### config.mk
export PLATFORM = sky130hd
export DESIGN_NAME = adc_result_fifo
export DESIGN_NICKNAME = d
export VERILOG_FILES = /design/src/rtl/adc_result_fifo.sv
export SDC_FILE = /design/constraint.sdc
export NUM_CORES = 1
export LEC_CHECK = 0
export CAP_MARGIN = 10
export CORE_AREA = 2 2 185 96
export DETAILED_ROUTE_END_ITERATION = 8
export DIE_AREA = 0 0 187 98
export SYNTH_ARGS = -nofsm -noshare
export SYNTH_HDL_FRONTEND = slang
export SYNTH_SLANG_ARGS = --single-unit
### constraint.sdc
create_clock -name clk -period 4.4 [get_ports clk]
set_input_delay 0.44 -clock clk [delete_from_list [all_inputs] [get_ports clk]]
set_output_delay 0.44 -clock clk [all_outputs]
set_load 0.02 [all_outputs]
### src/rtl/adc_result_fifo.sv
// ADC conversion-result FIFO.
// Takes an asynchronous conversion-finished strobe from the ADC core and resynchronises it.
// Stores one result per strobe rising edge in a show-ahead FIFO.
// Reports fill status, a sticky overflow flag and a registered interrupt.
module adc_result_fifo #(
    parameter int WIDTH         = 16,
    parameter int DEPTH         = 8,
    parameter int IRQ_THRESHOLD = 4
) (
    input  logic                     clk,
    input  logic                     rst,
    input  logic                     conv_finished_in,
    input  logic [WIDTH-1:0]         result_in,
    input  logic                     rd_en_in,
    input  logic                     clear_in,
    output logic [WIDTH-1:0]         data_out,
    output logic                     data_valid_out,
    output logic [$clog2(DEPTH):0]   fill_level_out,
    output logic                     full_out,
    output logic                     empty_out,
    output logic                     overflow_out,
    output logic                     irq_out
);

    localparam int AW = $clog2(DEPTH);
    localparam logic [AW:0]   DEPTH_L = DEPTH[AW:0];
    localparam logic [AW:0]   THR_L   = IRQ_THRESHOLD[AW:0];
    localparam logic [AW-1:0] PTR_ONE = {{(AW-1){1'b0}}, 1'b1};
    localparam logic [AW:0]   CNT_ONE = {{AW{1'b0}}, 1'b1};

    logic [WIDTH-1:0] mem [DEPTH];
    logic [AW-1:0]    wr_ptr;
    logic [AW-1:0]    rd_ptr;
    logic [AW:0]      count;
    logic             sync1;
    logic             sync2;
    logic             hist;
    logic             wr_pulse;
    logic             do_pop;
    logic             do_wr;
    logic             is_full;
    logic             is_empty;

    // Strobe synchroniser and edge history; preset to 1 so a strobe that is
    // already high when reset releases is not mistaken for a new rising edge.
    always_ff @(posedge clk or posedge rst) begin
        if (rst) begin
            sync1 <= 1'b1;
            sync2 <= 1'b1;
            hist  <= 1'b1;
        end else begin
            sync1 <= conv_finished_in;
            sync2 <= sync1;
            hist  <= sync2;
        end
    end

    // Pop and push qualification; a full FIFO accepts a write only when the
    // same cycle pops, and clear discards everything in flight.
    always_comb begin
        is_full  = (count == DEPTH_L);
        is_empty = (count == '0);
        wr_pulse = sync2 & ~hist;
        do_pop   = rd_en_in & ~is_empty & ~clear_in;
        do_wr    = wr_pulse & (~is_full | do_pop) & ~clear_in;
    end

    // Result storage, intentionally without reset.
    always_ff @(posedge clk) begin
        if (do_wr) begin
            mem[wr_ptr] <= result_in;
        end
    end

    // Pointers, fill level and the sticky overflow flag.
    always_ff @(posedge clk or posedge rst) begin
        if (rst) begin
            wr_ptr       <= '0;
            rd_ptr       <= '0;
            count        <= '0;
            overflow_out <= 1'b0;
        end else if (clear_in) begin
            wr_ptr       <= '0;
            rd_ptr       <= '0;
            count        <= '0;
            overflow_out <= 1'b0;
        end else begin
            if (do_wr) begin
                wr_ptr <= wr_ptr + PTR_ONE;
            end
            if (do_pop) begin
                rd_ptr <= rd_ptr + PTR_ONE;
            end
            if (do_wr && !do_pop) begin
                count <= count + CNT_ONE;
            end else if (do_pop && !do_wr) begin
                count <= count - CNT_ONE;
            end
            if (wr_pulse && is_full && !do_pop) begin
                overflow_out <= 1'b1;
            end
        end
    end

    // Interrupt registered from the current fill level and overflow state.
    always_ff @(posedge clk or posedge rst) begin
        if (rst) begin
            irq_out <= 1'b0;
        end else begin
            irq_out <= (count >= THR_L) | overflow_out;
        end
    end

    // Status outputs, all derived from the same fill-level register.
    always_comb begin
        fill_level_out = count;
        full_out       = is_full;
        empty_out      = is_empty;
        data_valid_out = ~is_empty;
        data_out       = is_empty ? '0 : mem[rd_ptr];
    end

endmodule

==> flow_summary_export.csv <==
group,metric,value,unit
floorplan,die_y,98,um
sta,period_needed,3.153,ns
sta,setup_viol,0,
run,max-cap-violations,0,
detailed_routing,avgViaCountPerCell,4.746,
worst_setup_path,crit_path_end_kind,"output pin",
synthesis,synth_cell_types,33,
clock_tree,root_buffer,"clkbuf_16",
worst_setup_path,crit_type,"flip-flop to output pin",
power_and_ir_drop,power_density,544.6,mW/mm^2
sta,drv_slew,0,
layout,area_growth,24.07,%
synthesis,synth_nets,320,
clock_tree,numCtsBuffers,17,
power_and_ir_drop,seq_power_share,40.8,%
synthesis,synth.avg_cell_area,19.57,um^2
synthesis,synth_compound_area_share,1.305,%
synthesis,synth_top_family_by_area,"multiplexers",
floorplan,die_x,187,um
detailed_routing,dr.first_iter.drc_count,174,
grt,overflow,0,
sta,finalHoldViolCount,0,
grt,grtUsageTotal,13.66,%
floorplan,dieArea,0.01833,mm^2
worst_setup_path,cp.required,3.96,ns
clock_tree,clk_latency,0.41,ns
worst_setup_path,path_cells,"buf_12, mux4_2, mux2i_1, nor2_1, clkdlybuf4s50_1",
clock_tree,ctsHoldBuffers,0,
synthesis,synthSimpleGateAreaFrac,4.697,%
clock_tree,cts_setup_buffers,0,
detailed_routing,detail-route-antenna-nets,0,
layout,diodes,0,
synthesis,muxShareOfSynthArea,16.61,%
layout,final_cell_mix,"edfxtp_1, clkdlybuf4s50_1, nor2_1",
clock_tree,clk_transition_reported_paths,0.06,ns
placement,post-place-ws,1.343,ns
clock_tree,cts_resized,0,
detailed_routing,avgRoutedWirePerCell,19.36,um
synthesis,synth_edf_count,128,
floorplan,initial_core_util,34.07,%
power_and_ir_drop,switchingPower,1051,uW
power_and_ir_drop,p_comb_share,23.4,%
power_and_ir_drop,p_clk_share,35.8,%
worst_hold_path,hold_class,"flip-flop to flip-flop",
detailed_routing,drc,0,
placement,place_area,0.006563,mm^2
worst_setup_path,crit_arrival,2.71,ns
floorplan,core_area,0.01689,mm^2
power_and_ir_drop,p_leak,0.002310,uW
sta,max-slew-margin-rel,59.06,%
sta,clock_skew,0.01133,ns
layout,layout-drive-gt1-share,24.46,%
synthesis,synth_flop_cell,"edfxtp_1",
grt,grt_pass1_vias,3071,
power_and_ir_drop,p_sw_share,27.03,%
clock_tree,h-tree-depth,4,
synthesis,synth_xor_area_share,1.044,%
grt,grt_pass1_wl,18.10,mm
sta,worst_slack,1.247,ns
sta,finalCritPeriodShare,71.66,%
worst_setup_path,cp_max_fo,20,
worst_setup_path,slowest_stage,"dfrtp_2",
worst_setup_path,critPathMaxStageDelay,0.69,ns
grt,antenna_found_initial,0,
run_status,status,"completed",
clock_tree,tritoncts,"done",
power_and_ir_drop,p_int,2837,uW
grt,grt_max_degree,35,
placement,numPortBuffers,45,
placement,dp.final_hpwl,7.069,mm
layout,finalInstanceArea,0.007139,mm^2
synthesis,synth_adder_area_share,1.218,%
detailed_routing,first_pass_iters,4,
synthesis,synthCells,294,
placement,place.gp.congestion,0.7496,
synthesis,synth_seq_cells,143,
synthesis,yosysWarnings,0,
power_and_ir_drop,ir_drop,0.2946,mV
floorplan,ios,46,
layout,final_core_util,42.27,%
sta,worst_pin_slew,0.6135,ns
sta,grt_setup_unrepaired,"false",
floorplan,rows,34,
layout,final_common_cell,"edfxtp_1",
layout,fin_nets,381,
clock_tree,clock_path_buffers,2,
synthesis,synth_async_sr_flop_share,10.49,%
detailed_routing,via_count,2857,
detailed_routing,wirelength,11.65,mm
sta,holdWs,0.3543,ns
synthesis,yosysSeqAreaShare,73.39,%
sta,setup_tns,0,ns
clock_tree,cts_sinks,143,
synthesis,syn_area,0.005754,mm^2
worst_setup_path,cp-start-kind,"flip-flop",
sta,max_freq,317.2,MHz
## critical path: cells and delay by family (launching register included)
family        cells  cell delay [ns]
simple gates      1             0.07
mux               2             0.71
flops             1             0.69
buf+inv           2             0.81
## cell families (layout without fill, tap and decap cells)
group / Yosys count / in the layout
DFF: 143 / 143
xor gates and xnor gates: 6 / 6
muxes: 55 / 55
adders and majority gates: 5 / 5
and+or+nand+nor: 55 / 55
AOI/OAI and AO/OA: 7 / 7
buffers and inverters: 23 / 97
## flip-flops by register name, summed over array words and instances (netlist names)
| name | count |
|---|---|
| fill_level_out | 4 |
| hist | 1 |
| irq_out | 1 |
| mem | 128 |
| overflow_out | 1 |
| rd_ptr | 3 |
| sync1 | 1 |
| sync2 | 1 |
| wr_ptr | 3 |
## cells in the mapped netlist (3+ instances only)
library cell | n | share of area [%]
buf_2 | 5 | 0.43
clkbuf_1 | 9 | 0.59
dfrtp_1 | 12 | 5.2
dfstp_2 | 3 | 1.4
edfxtp_1 | 128 | 67
ha_1 | 4 | 0.87
inv_1 | 8 | 0.52
mux2_2 | 3 | 0.59
mux2i_1 | 19 | 3.3
mux4_2 | 32 | 13
nand2_1 | 3 | 0.20
nand2b_1 | 3 | 0.33
nand3_1 | 3 | 0.26
nor2_1 | 35 | 2.3
nor2b_1 | 3 | 0.33
xnor2_1 | 3 | 0.46
## final cells by class
cell class,count,area [um^2]
tap,234,292.8
timing repair buffer,57,553.0
clock inverter,10,112.6
fill,1519,9749
clock buffer,22,464.2
inverter,8,30.03
multi-input combinational,128,1463
sequential,143,4224
## power by group through the flow
stage	clock (uW)	combinational [uW]	sequential, uW
5_1_grt	1480	977	1600
3_3_place_gp	0	915	1620
6_report	1390	911	1590
3_5_place_dp	0	927	1620
2_1_floorplan	0	569	1590
4_1_cts	1420	929	1590
## metrics by stage
stage | total power [uW] | instances
5_1_grt | 4057 | 602
2_1_floorplan | 2163 | 294
3_5_place_dp | 2544 | 570
4_1_cts | 3939 | 602
6_report | 3888 | 602
3_3_place_gp | 2530 | 570
## path summary, 6_finish.rpt
kind | startpoint | to | slack (ns) | cells after the start
min in group asynchronous | rst | overflow_out | 0.39 | 2
max reg2reg | fill_level_out[2] | fill_level_out[3] | 1.58 | 7
max | rd_ptr[0] | data_out[1] | 1.25 | 5
min reg2reg | sync1 | sync2 | 0.35 | 0
max in group asynchronous | rst | rd_ptr[0] | 3.57 | 2
min | sync1 | sync2 | 0.35 | 0
## per-layer routing
metal / global-route usage (%) / routed length [um] / vias up
met1: 19.42 / 5774 / 1516
met2: 20.36 / 5353 / 49
met4: 4.212 / 77 / 0
met3: 3.990 / 446 / 8
li1: - / - / 1284
met5: 0 / 0 / -
Note: power is estimated with default switching activity, not from simulation.
